**src/rtl/spi_pkg.sv**
```systemverilog
// Shared SPI link definitions: default word width and slave/master state encoding.
package spi_pkg;

  localparam int unsigned SPI_WIDTH = 8;

  typedef enum logic [0:0] {
    StIdle,
    StActive
  } spi_state_e;

endpackage

```
**src/rtl/spi_sync_edge.sv**
```systemverilog
// Two-flop synchroniser for one asynchronous SPI pin, plus edge detection on the synced level.
module spi_sync_edge (
  input  logic clk_i,
  input  logic d_i,
  output logic level_o,
  output logic rise_o,
  output logic fall_o
);

  logic sync1_q, sync2_q, prev_q;

  // Left unreset so a pin already held low across reset produces no spurious edge.
  always_ff @(posedge clk_i) begin
    sync1_q <= d_i;
    sync2_q <= sync1_q;
    prev_q  <= sync2_q;
  end

  assign level_o = sync2_q;
  assign rise_o  = sync2_q & ~prev_q;
  assign fall_o  = ~sync2_q & prev_q;

endmodule

```
**src/rtl/spi_slave.sv**
```systemverilog
// SPI mode-0 responder, oversampled in the clk domain, with a one-word TX holding buffer.
// Bit order: MSB first by default; SPI_SLAVE_LSB_FIRST_EN selects LSB first on both lines.
module spi_slave
  import spi_pkg::*;
#(
  parameter int unsigned           WIDTH      = SPI_WIDTH,
  parameter logic [WIDTH-1:0]      DEFAULT_TX = '0
) (
  input  logic             clk_i,
  input  logic             rst_i,
  input  logic             sclk_i,
  input  logic             cs_n_i,
  input  logic             mosi_i,
  output logic             miso_o,
  output logic             miso_oe_o,
  input  logic [WIDTH-1:0] tx_data_i,
  input  logic             tx_valid_i,
  output logic             tx_ready_o,
  output logic [WIDTH-1:0] rx_data_o,
  output logic             rx_valid_o,
  output logic             busy_o
);

  localparam int unsigned      CntW    = $clog2(WIDTH + 1);
  localparam logic [CntW-1:0]  LastBit = CntW'(WIDTH - 1);

  logic sclk_lvl, sclk_rise, sclk_fall;
  logic cs_lvl, cs_rise, cs_fall;
  logic mosi_lvl, mosi_rise, mosi_fall;

  spi_sync_edge u_sync_sclk (
    .clk_i   (clk_i),
    .d_i     (sclk_i),
    .level_o (sclk_lvl),
    .rise_o  (sclk_rise),
    .fall_o  (sclk_fall)
  );

  spi_sync_edge u_sync_cs (
    .clk_i   (clk_i),
    .d_i     (cs_n_i),
    .level_o (cs_lvl),
    .rise_o  (cs_rise),
    .fall_o  (cs_fall)
  );

  spi_sync_edge u_sync_mosi (
    .clk_i   (clk_i),
    .d_i     (mosi_i),
    .level_o (mosi_lvl),
    .rise_o  (mosi_rise),
    .fall_o  (mosi_fall)
  );

  logic unused_edges;
  assign unused_edges = ^{sclk_lvl, cs_lvl, mosi_rise, mosi_fall};

  spi_state_e       state_q, state_d;
  logic [WIDTH-1:0] shift_tx_q, shift_tx_d;
  logic [WIDTH-1:0] shift_rx_q, shift_rx_d;
  logic [CntW-1:0]  bit_cnt_q, bit_cnt_d;
  logic [WIDTH-1:0] rx_data_q, rx_data_d;
  logic             rx_valid_q, rx_valid_d;
  logic             word_done_q, word_done_d;
  logic [WIDTH-1:0] buf_q, buf_d;
  logic             buf_full_q, buf_full_d;

  logic             load;
  logic             tx_write;
  logic             miso_bit;
  logic [WIDTH-1:0] rx_shifted;
  logic [WIDTH-1:0] tx_shifted;

`ifdef SPI_SLAVE_LSB_FIRST_EN
  assign miso_bit   = shift_tx_q[0];
  assign rx_shifted = {mosi_lvl, shift_rx_q[WIDTH-1:1]};
  assign tx_shifted = {1'b0, shift_tx_q[WIDTH-1:1]};
`else
  assign miso_bit   = shift_tx_q[WIDTH-1];
  assign rx_shifted = {shift_rx_q[WIDTH-2:0], mosi_lvl};
  assign tx_shifted = {shift_tx_q[WIDTH-2:0], 1'b0};
`endif

  assign tx_write = tx_valid_i & ~buf_full_q;

  always_comb begin
    state_d     = state_q;
    shift_tx_d  = shift_tx_q;
    shift_rx_d  = shift_rx_q;
    bit_cnt_d   = bit_cnt_q;
    rx_data_d   = rx_data_q;
    rx_valid_d  = 1'b0;
    word_done_d = word_done_q;
    buf_d       = buf_q;
    buf_full_d  = buf_full_q;
    load        = 1'b0;

    unique case (state_q)
      StIdle: begin
        if (cs_fall) begin
          state_d = StActive;
          load    = 1'b1;
        end
      end
      StActive: begin
        if (cs_rise) begin
          // Partial word and the already-loaded TX word are dropped.
          state_d     = StIdle;
          bit_cnt_d   = '0;
          word_done_d = 1'b0;
        end else if (sclk_rise) begin
          shift_rx_d = rx_shifted;
          if (bit_cnt_q == LastBit) begin
            rx_data_d   = rx_shifted;
            rx_valid_d  = 1'b1;
            bit_cnt_d   = '0;
            word_done_d = 1'b1;
          end else begin
            bit_cnt_d = bit_cnt_q + CntW'(1);
          end
        end else if (sclk_fall) begin
          if (word_done_q) begin
            load = 1'b1;
          end else begin
            shift_tx_d = tx_shifted;
          end
        end
      end
      default: state_d = StIdle;
    endcase

    // A write in the same cycle as a load with an empty buffer is kept for the next word.
    if (load) begin
      shift_tx_d  = buf_full_q ? buf_q : DEFAULT_TX;
      bit_cnt_d   = '0;
      word_done_d = 1'b0;
    end

    if (load && buf_full_q) begin
      buf_full_d = 1'b0;
    end else if (tx_write) begin
      buf_d      = tx_data_i;
      buf_full_d = 1'b1;
    end
  end

  always_ff @(posedge clk_i) begin
    if (rst_i) begin
      state_q     <= StIdle;
      shift_tx_q  <= '0;
      shift_rx_q  <= '0;
      bit_cnt_q   <= '0;
      rx_data_q   <= '0;
      rx_valid_q  <= 1'b0;
      word_done_q <= 1'b0;
      buf_q       <= '0;
      buf_full_q  <= 1'b0;
    end else begin
      state_q     <= state_d;
      shift_tx_q  <= shift_tx_d;
      shift_rx_q  <= shift_rx_d;
      bit_cnt_q   <= bit_cnt_d;
      rx_data_q   <= rx_data_d;
      rx_valid_q  <= rx_valid_d;
      word_done_q <= word_done_d;
      buf_q       <= buf_d;
      buf_full_q  <= buf_full_d;
    end
  end

  assign miso_oe_o  = (state_q == StActive);
  assign miso_o     = (state_q == StActive) ? miso_bit : 1'b0;
  assign busy_o     = (state_q == StActive);
  assign tx_ready_o = ~buf_full_q;
  assign rx_data_o  = rx_data_q;
  assign rx_valid_o = rx_valid_q;

endmodule

```
**config.mk**
```make
export PLATFORM = sky130hd
export DESIGN_NAME = spi_slave
export DESIGN_NICKNAME = d
export VERILOG_FILES = /design/src/rtl/spi_pkg.sv /design/src/rtl/spi_sync_edge.sv /design/src/rtl/spi_slave.sv
export SDC_FILE = /design/constraint.sdc
export NUM_CORES = 1
export LEC_CHECK = 0
export BUFFER_PORTS_ARGS = -buffer_cell sky130_fd_sc_hd__buf_2
export CAP_MARGIN = 10
export CORE_MARGIN = 3
export CORE_UTILIZATION = 25
export CTS_BUF_LIST = sky130_fd_sc_hd__clkbuf_16
export DETAILED_ROUTE_END_ITERATION = 10
export PLACE_DENSITY = 0.43
export SLEW_MARGIN = 15
export SYNTH_ARGS = -nofsm -noshare
export SYNTH_HDL_FRONTEND = slang
export SYNTH_SLANG_ARGS = --single-unit
```
**constraint.sdc**
```tcl
create_clock -name clk_i -period 1.6 [get_ports clk_i]
set_input_delay 0.08 -clock clk_i [delete_from_list [all_inputs] [get_ports clk_i]]
set_output_delay 0.08 -clock clk_i [all_outputs]
set_load 0.1 [all_outputs]
```
==> results of run 1 <==
-- worst min-delay path, delay by kind of cell --
| kind | cells | cell delay, ns |
|---|---|---|
| buffers and inverters | 1 | 0.09 |
| AO/OA/AOI/OAI | 1 | 0.05 |
| AND/OR/NAND/NOR | 1 | 0.04 |
-- metal layers --
metal	vias up	GRT usage [%]	share of wire, %
met5	-	0	0
met4	0	4.082	1.6
met3	6	2.417	3.1
met2	20	15.26	44
met1	625	13.94	51
li1	735	-	-
-- sequential cells by signal, summed over array words and instances (netlist names) --
register / flops
u_sync_mosi.sync1_q: 1
buf_full_q: 1
u_sync_sclk.sync1_q: 1
buf_q: 8
busy_o: 1
u_sync_sclk.level_o: 1
rx_data_o: 8
u_sync_cs.sync1_q: 1
u_sync_cs.level_o: 1
rx_valid_o: 1
u_sync_cs.prev_q: 1
u_sync_mosi.level_o: 1
shift_tx_q: 8
bit_cnt_q: 4
shift_rx_q: 7
word_done_q: 1
u_sync_sclk.prev_q: 1
-- power by group through the flow --
| stage | clock network (mW) | logic, mW | registers (mW) |
|---|---|---|---|
| floorplan | 0 | 0.158 | 1.27 |
| global placement | 0 | 0.215 | 1.27 |
| detailed placement | 0 | 0.215 | 1.27 |
| CTS | 1.03 | 0.221 | 1.24 |
| global route | 1.07 | 0.243 | 1.25 |
| finish | 0.987 | 0.219 | 1.24 |
-- layout make-up --
cell class / instances / share of cell area (%)
Clock buffer: 5 / 5.549
Clock inverter: 3 / 0.6659
Sequential cell: 47 / 41.95
Inverter: 9 / 1.665
Multi-Input combinational cell: 127 / 34.35
Tap cell: 96 / 5.327
Timing Repair Buffer: 37 / 10.49
-- layout by cell type, fill, tap and decap left out, types with 2 or more instances in the layout --
| master | synthesis | routed |
|---|---|---|
| a221oi_1 | 5 | 5 |
| nor2_1 | 14 | 13 |
| a21oi_1 | 26 | 26 |
| nand3b_1 | 3 | 3 |
| nor2b_1 | 2 | 2 |
| buf_2 | 0 | 26 |
| nand3_1 | 9 | 9 |
| a31oi_1 | 2 | 2 |
| o21ai_0 | 2 | 2 |
| dfxtp_1 | 47 | 45 |
| clkinvlp_4 | 0 | 2 |
| dlygate4sd3_1 | 0 | 3 |
| inv_1 | 9 | 8 |
| buf_4 | 2 | 6 |
| clkbuf_16 | 0 | 5 |
| a221oi_2 | 2 | 2 |
| mux2i_1 | 8 | 8 |
| clkinv_1 | 0 | 2 |
| nand2_1 | 33 | 32 |
-- cells by family after synthesis --
| group | count (synthesis) |
|---|---|
| DFF | 47 |
| buffers and inverters | 19 |
| adders and majority gates | 1 |
| and+or+nand+nor | 73 |
| AOI/OAI and AO/OA | 45 |
| muxes | 8 |
-- path summary, 6_finish.rpt --
path	to	slack, ns	cells after the start
hold / removal	buf_q[2]	0.04	3
setup reg to reg	shift_tx_q[4]	0.15	5
setup / recovery	shift_tx_q[4]	0.15	5
hold reg to reg	u_sync_cs.level_o	0.33	0
-- what timing repair did --
item,CTS,global route
hold buffers,3,0
setup buffers,0,0
hold endpoints to repair,3,0
setup endpoints to repair,0,4
gates resized for setup,0,4
-- through the flow --
| step | power, mW | utilization [%] |
|---|---|---|
| 2_1_floorplan | 1.426 | - |
| 3_5_place_dp | 1.484 | 30.15 |
| 5_1_grt | 2.563 | 32.82 |
| 6_report | 2.450 | 32.82 |
| 4_1_cts | 2.493 | 32.62 |
| 3_3_place_gp | 1.485 | 30.15 |
==> results_dict.tcl, run 1 <==
set metrics [dict create \
    gp_congestion 0.6979 \
    drt_wl_total_um 3844 \
    antenna_found_initial 0 \
    avgSynthCellArea_um2 9.264 \
    clockRootBuffer "clkbuf_16" \
    p_clk_share_pct 40.3 \
    yosysWarningCount 0 \
    synth-async-reset-ratio_pct 0 \
    crit_type "register to register" \
    yosysMostFrequentCell "dfxtp_1" \
    die_x_um 90.57 \
    critPathMaxStageDelay_ns 0.39 \
    worst_ep_arrival_time_ns 1.63 \
    synth.distinct_cells 38 \
    grt_max_degree 21 \
    p_switching_uw 592.8 \
    cts.path.max_buffers 2 \
    finalSetupViolCount 0 \
    fin_area_mm2 0.002255 \
    grtUsageTotal_pct 10.15 \
    layout.cells.non_filler 324 \
    grt_pass1_vias 1389 \
    startpoint "busy_o" \
    period_share_pct 90.54 \
    multi_input_area_um2 774.5 \
    ir_drop_uv 539.8 \
    skew_ns 0.005595 \
    register_area_um2 945.9 \
    power_frac_seq_pct 50.8 \
    synth_xor_area_share_pct 0 \
    slowest_stage "dfxtp_4" \
    synth-compound-area-share_pct 16.79 \
    vias_per_cell 4.278 \
    yosysSeqAreaShare_pct 52.62 \
    min_period_ns 1.449 \
    critPathLaunchType "register" \
    dpl.cell_count 313 \
    worst_pin_slew_ns 0.6452 \
    setup_tns_ns 0 \
    synth.area.mux_share_pct 4.479 \
    cp-end-kind "register" \
    yosys.area.top_type "dfxtp_1" \
    max_freq_ghz 0.6903 \
    cts_made_buffers 5 \
    min_from "tx_data_i[2]" \
    synthTopCellsByArea "dfxtp_1, a21oi_1, nand2_1, mux2i_1, nor2_1" \
    drc_errors 0 \
    swShare_pct 24.20 \
    worst_path_dominant_cell_family "compound AO/OA/AOI/OAI gates" \
    cp.required_ns 1.78 \
    drv_cap 0 \
    setup_ws_ns 0.1513 \
    p_int_mw 1.857 \
    ys_top_cells_by_count "dfxtp_1, nand2_1, a21oi_1" \
    antenna_cells 0 \
    synthSimpleGateAreaFrac_pct 20.57 \
    slew_headroom_pct 56.90 \
    fin_hold_ws_ns 0.03561 \
    synthAdderAreaFrac_pct 0.6998 \
    post_drt_wl_per_cell_um 11.86 \
    p_leak_nw 0.8232 \
    synth_area_mm2 0.001788 \
    cp_max_fo 15 \
    ant_nets 0 \
    final_hold_viol_count 0 \
    finalMaxSlewViolations 0 \
    synth_cells 193 \
    drive_gt1_share_pct 25.00 \
    die_height_um 90.57 \
    synth_top_flop_cell "dfxtp_1" \
    dp_hpwl_um 2634 \
    nets 242 \
    cts.clk_slew.worst_paths_ns 0.06 \
    syn-num-nets 208 \
    synth-edff-count 0 \
    synth_top_area_share_pct 52.62 \
    status "completed" \
    top_level_ports 27 \
    comb_power_share_pct 8.9 \
    hp-class "primary input to register" \
    drt_pre_antenna_iters 4 \
    place_area_mm2 0.002071 \
    coreArea_mm2 0.006869 \
    initial_core_util_pct 26.03 \
    place_ws_ns 0.1106 \
    cp_cell_sequence "and3b_4, a211oi_2, buf_6, a21oi_1, a221oi_1" \
    drt_iter0_drc 31 \
    cts_tree "built" \
    pwr_density_cell_mw_per_mm2 1087 \
    cts.htree.levels 2 \
    crit_buf_inv 1 \
    grt_pass1_wl_um 6775 \
    ys_ff_latch 47 \
    rr_startpoint "busy_o" \
    clk_latency_ns 0.28 \
    syn_to_final_growth_pct 26.10 \
    rows 30 \
    portBuffers 26 \
    cts_sinks 47 \
    synth_top_family_by_area "simple AND/OR/NAND/NOR gates" \
    grt_overflow 0 \
    die_area_mm2 0.008203 \
    rsz0062_at_grt "false" \
    n_fill_cell 750 \
    vias 1386 \
]
(Power assumes the default switching activity.)
==> inputs of run 2 (changes only) <==
--- a/config.mk
+++ b/config.mk
@@ -5,6 +5,7 @@
 export SDC_FILE = /design/constraint.sdc
 export NUM_CORES = 1
 export LEC_CHECK = 0
+export ABC_AREA = 1
 export BUFFER_PORTS_ARGS = -buffer_cell sky130_fd_sc_hd__buf_2
 export CAP_MARGIN = 10
 export CORE_MARGIN = 3
==> results_dict.tcl, run 2 <==
set metrics [dict create \
    final_common_cell "dfxtp_1" \
    antenna_found_initial 0 \
    avgSynthCellArea_um2 7.492 \
    post_cts_buffers 0 \
    synth_top_area_share_pct 50.64 \
    finalSetupViolCount 0 \
    cts_tree "built" \
    cts.hold.buffers_added 3 \
    layout.cells.non_filler 379 \
    cp_max_fo 10 \
    rsz0062_at_grt "false" \
    min_from "tx_data_i[1]" \
    antenna_cells 0 \
    grt_max_degree 19 \
    final_util_pct 32.63 \
    reg2reg_depth 4 \
    ys_ff_latch 47 \
    critPathMaxStageDelay_ns 0.43 \
    rows 30 \
    syn-num-nets 263 \
    synth_cells 248 \
    worst_path_dominant_cell_family "simple AND/OR/NAND/NOR gates" \
    synth-edff-count 0 \
    drc_errors 0 \
    drv_cap 0 \
    critPathLaunchType "register" \
    nets 297 \
    pwr_density_cell_mw_per_mm2 1109 \
    fin_area_mm2 0.002278 \
    cts_made_buffers 5 \
    cts_sinks 47 \
    final_hold_viol_count 0 \
    max_freq_ghz 0.7097 \
    grt_pass1_wl_um 7265 \
    place_area_mm2 0.002103 \
    top_level_ports 27 \
    worst_ep_arrival_time_ns 1.59 \
    cts.repair.resized 0 \
    synth-async-reset-ratio_pct 0 \
    synthTopCellsByArea "dfxtp_1, nand2_1, inv_1, nand3_1, a21oi_1" \
    min_to "buf_q[1]" \
    drive_gt1_share_pct 17.31 \
    r2r_slack_ns 0.19 \
    vias 1583 \
    cts.clk_slew.worst_paths_ns 0.07 \
    hp-class "primary input to register" \
    yosysWarningCount 0 \
    drt_iter0_drc 72 \
    setup_tns_ns 0 \
    synth.distinct_cells 22 \
    yosysSeqAreaShare_pct 50.64 \
    coreArea_mm2 0.006982 \
    syn_to_final_growth_pct 22.63 \
    cp_cell_sequence "nor2_1, inv_1, nor2_1, nor2_1" \
    vias_per_cell 4.177 \
    synth_area_mm2 0.001858 \
    ir_drop_uv 517.8 \
    cp.required_ns 1.78 \
    drt_pre_antenna_iters 4 \
    status "completed" \
    r2r_end "buf_q[3]" \
    yosysMostFrequentCell "dfxtp_1" \
    layout_common_cells "dfxtp_1, nand2_1, inv_1" \
    min_period_ns 1.409 \
    cts.path.max_buffers 2 \
    die_area_mm2 0.008503 \
    initial_core_util_pct 26.61 \
    grt_overflow 0 \
    cts.htree.levels 2 \
    period_share_pct 88.06 \
    path_common_cell "nor2_1" \
    p_leak_nw 1.085 \
    gp_congestion 0.7091 \
    cp-end-kind "register" \
    clk_latency_ns 0.28 \
    dp_hpwl_um 2750 \
    synth_top_flop_cell "dfxtp_1" \
    grtUsageTotal_pct 10.56 \
    ys_top_cells_by_count "dfxtp_1, nand2_1, inv_1" \
    post_drt_wl_per_cell_um 10.53 \
    finalMaxSlewViolations 0 \
    clockRootBuffer "clkbuf_16" \
    n_fill_cell 785 \
    hold_path_depth 3 \
    grt_pass1_vias 1557 \
    worst_pin_slew_ns 0.5333 \
    drt_wl_total_um 3991 \
    crit_buf_inv 1 \
    die_x_um 92.21 \
    slowest_stage "nor2_1" \
    dpl.cell_count 368 \
    rr_startpoint "buf_full_q" \
    ant_nets 0 \
    die_height_um 92.21 \
    portBuffers 26 \
    skew_ns 0.006074 \
    slew_headroom_pct 64.41 \
    crit_type "register to register" \
    yosys.area.top_type "dfxtp_1" \
]
[run 2: cell type report]
class                      instances  area (um2)  area share [%]
multi-input combinational        154       726.9           31.91
timing repair buffer              33       190.2           8.347
clock buffer                       5       125.1           5.491
sequential                        47       942.2           41.35
clock inverter                     3       20.02          0.8786
tap                               96       120.1           5.272
inverter                          41       153.9           6.755
[run 2: worst max path at each step]
| stage | from | to | cells past startpoint |
|---|---|---|---|
| after floorplan | busy_o | shift_tx_q[3] | 7 |
| after global placement | buf_full_q | buf_q[3] | 4 |
| after detailed placement | bit_cnt_q[0] | rx_data_o[0] | 8 |
| after CTS | bit_cnt_q[0] | rx_data_o[0] | 8 |
| after global routing | bit_cnt_q[0] | rx_data_o[0] | 8 |
| final | buf_full_q | buf_q[3] | 4 |
[run 2: stage by stage]
| step | power, mW | setup WS, ns | hold WS (ns) |
|---|---|---|---|
| final | 2.526 | 0.1910 | 0.01571 |
| after detailed placement | 1.525 | 0.1981 | 0.1836 |
| after global routing | 2.654 | 0.009805 | 0.01903 |
| after global placement | 1.527 | 0.1763 | 0.1826 |
| after floorplan | 1.463 | 0.07288 | 0.1077 |
| after CTS | 2.570 | 0.1810 | 0.007583 |
[run 2: layer usage]
metal	GRT usage, %	routed length [um]	up-vias
met3	2.543	168	4
met4	4.084	52	0
met2	15.63	1578	31
met5	0	0	-
li1	-	-	853
met1	14.73	2192	695
[run 2: power by group]
| group | leakage [nW] | switching, mW | internal [mW] |
|---|---|---|---|
| clock | 0.0716 | 0.444 | 0.579 |
| combinational | 0.627 | 0.168 | 0.0754 |
| sequential | 0.386 | 0.0348 | 1.22 |
| total | 1.08 | 0.647 | 1.88 |
[run 2: cell families (layout without fill, tap and decap cells)]
| group | after synthesis | in the layout | synth area share (%) |
|---|---|---|---|
| flops | 47 | 47 | 50.64 |
| fa+ha+maj | 1 | 1 | 0.6733 |
| simple gates | 110 | 110 | 26.73 |
| compound gates | 43 | 43 | 11.72 |
| buf+inv | 47 | 82 | 10.24 |
[run 2: worst register-to-register path: stages, from the launching register on]
cell and delay [ns]:
dfxtp_1 0.39, nor2_1 0.43, inv_1 0.25, nor2_1 0.17, nor2_1 0.06
==> inputs of run 3 (changes only) <==
--- a/config.mk
+++ b/config.mk
@@ -12,7 +12,6 @@
 export CORE_UTILIZATION = 25
 export CTS_BUF_LIST = sky130_fd_sc_hd__clkbuf_16
 export DETAILED_ROUTE_END_ITERATION = 10
-export PLACE_DENSITY = 0.43
 export SLEW_MARGIN = 15
 export SYNTH_ARGS = -nofsm -noshare
 export SYNTH_HDL_FRONTEND = slang
==> results_dict.tcl, run 3 (synthesis gave the netlist of run 2 again) <==
set metrics [dict create \
    status "completed" \
    clockRootBuffer "clkbuf_16" \
    layout_common_cells "dfxtp_1, nand2_1, inv_1" \
    rows 30 \
    min_from "tx_data_i[4]" \
    grt_overflow 0 \
    hp-class "primary input to register" \
    pwr_density_cell_mw_per_mm2 1093 \
    fin_hold_ws_ns 0.01108 \
    setup_tns_ns 0 \
    final_hold_viol_count 0 \
    antenna_found_initial 0 \
    cp.required_ns 1.78 \
    cts_made_buffers 5 \
    finalSetupViolCount 0 \
    startpoint "buf_full_q" \
    cts.repair.resized 0 \
    clk_latency_ns 0.28 \
    cts.clk_slew.worst_paths_ns 0.06 \
    dp_hpwl_um 2721 \
    worst_ep_arrival_time_ns 1.55 \
    portBuffers 26 \
    total_power_mw 2.480 \
    r2r_end "buf_q[6]" \
    drive_gt1_share_pct 16.61 \
    fin_area_mm2 0.002270 \
    post_drt_wl_per_cell_um 10.28 \
    drc_errors 0 \
    ir_drop_uv 444.8 \
    crit_type "register to register" \
    final_common_cell "dfxtp_1" \
    cts_sinks 47 \
    nets 297 \
    grtUsageTotal_pct 9.830 \
    place_area_mm2 0.002103 \
    period_share_pct 85.45 \
    grt_pass1_wl_um 6796 \
    drt_pre_antenna_iters 4 \
    coreArea_mm2 0.006982 \
    die_x_um 92.21 \
    gr-usage-met3_pct 2.543 \
    grt_pass1_vias 1490 \
    cp_max_fo 10 \
    vias_per_cell 4.095 \
    p_leak_nw 1.083 \
    busiest_layer "met2" \
    die_height_um 92.21 \
    drt_iter0_drc 66 \
    die_area_mm2 0.008503 \
    drv_cap 0 \
    rsz0062_at_grt "false" \
    max_freq_ghz 0.7315 \
    slew_headroom_pct 67.24 \
    cts.path.max_buffers 2 \
    use_met1_pct 13.19 \
    cp-end-kind "register" \
    grt_use_met2_pct 14.90 \
    rr_startpoint "buf_full_q" \
    antenna_cells 0 \
    skew_ns 0.007269 \
    worst_pin_slew_ns 0.4909 \
    hold_path_depth 3 \
    finalMaxSlewViolations 0 \
    gp_congestion 0.7597 \
    initial_core_util_pct 26.61 \
    top_level_ports 27 \
    ant_nets 0 \
    grt_max_degree 19 \
    r2r_slack_ns 0.23 \
    min_period_ns 1.367 \
    critPathLaunchType "register" \
    vias 1552 \
    cts_tree "built" \
    min_to "buf_q[4]" \
    cts.htree.levels 2 \
    reg2reg_depth 4 \
    syn_to_final_growth_pct 22.16 \
    drt_wl_total_um 3896 \
]
[run 3: worst max-delay path, stage by stage, from the launching register on]
cell and delay, ns:
dfxtp_1 0.39, nor2_1 0.43, inv_1 0.23, nor2_1 0.15, nor2_1 0.06
[run 3: how the worst max path moves through the flow]
stage                         end  depth (start not counted)
floorplan           shift_tx_q[3]                          7
detailed placement       buf_q[6]                          4
global placement         buf_q[0]                          4
global route             buf_q[2]                          4
finish                   buf_q[6]                          4
CTS                      buf_q[6]                          4
[run 3: per-stage QoR]
| stage | utilization (%) | worst slack (ns) | std cells |
|---|---|---|---|
| 2_1_floorplan | - | 0.07288 | 248 |
| 3_3_place_gp | 30.13 | 0.2207 | 368 |
| 3_5_place_dp | 30.13 | 0.1968 | 368 |
| 4_1_cts | 32.51 | 0.1812 | 379 |
| 5_1_grt | 32.51 | 0.04146 | 379 |
| 6_report | 32.51 | 0.2329 | 379 |
[run 3: what timing repair did]
action	4_1_cts	5_1_grt
endpoints found under the hold margin	3	0
setup buffers	0	0
hold buffers	3	0
endpoints found under the setup margin	0	0
[run 3: final cells by class]
type | instances | area [um2]
Sequential cell | 47 | 942.2
Inverter | 41 | 153.9
Tap cell | 96 | 120.1
Multi-Input combinational cell | 154 | 726.9
Fill cell | 779 | 4712
Clock buffer | 5 | 125.1
Timing Repair Buffer | 33 | 190.2
Clock inverter | 3 | 11.26
[run 3: routing by layer]
layer	wire length (um)	part of all wire (%)
met5	0	0
met4	68	1.7
met3	145	3.7
met2	1635	42
met1	2047	53
[run 3: power by group]
| group | switching (mW) | internal (mW) |
|---|---|---|
| clock network | 0.413 | 0.562 |
| logic | 0.168 | 0.0754 |
| registers | 0.0352 | 1.23 |
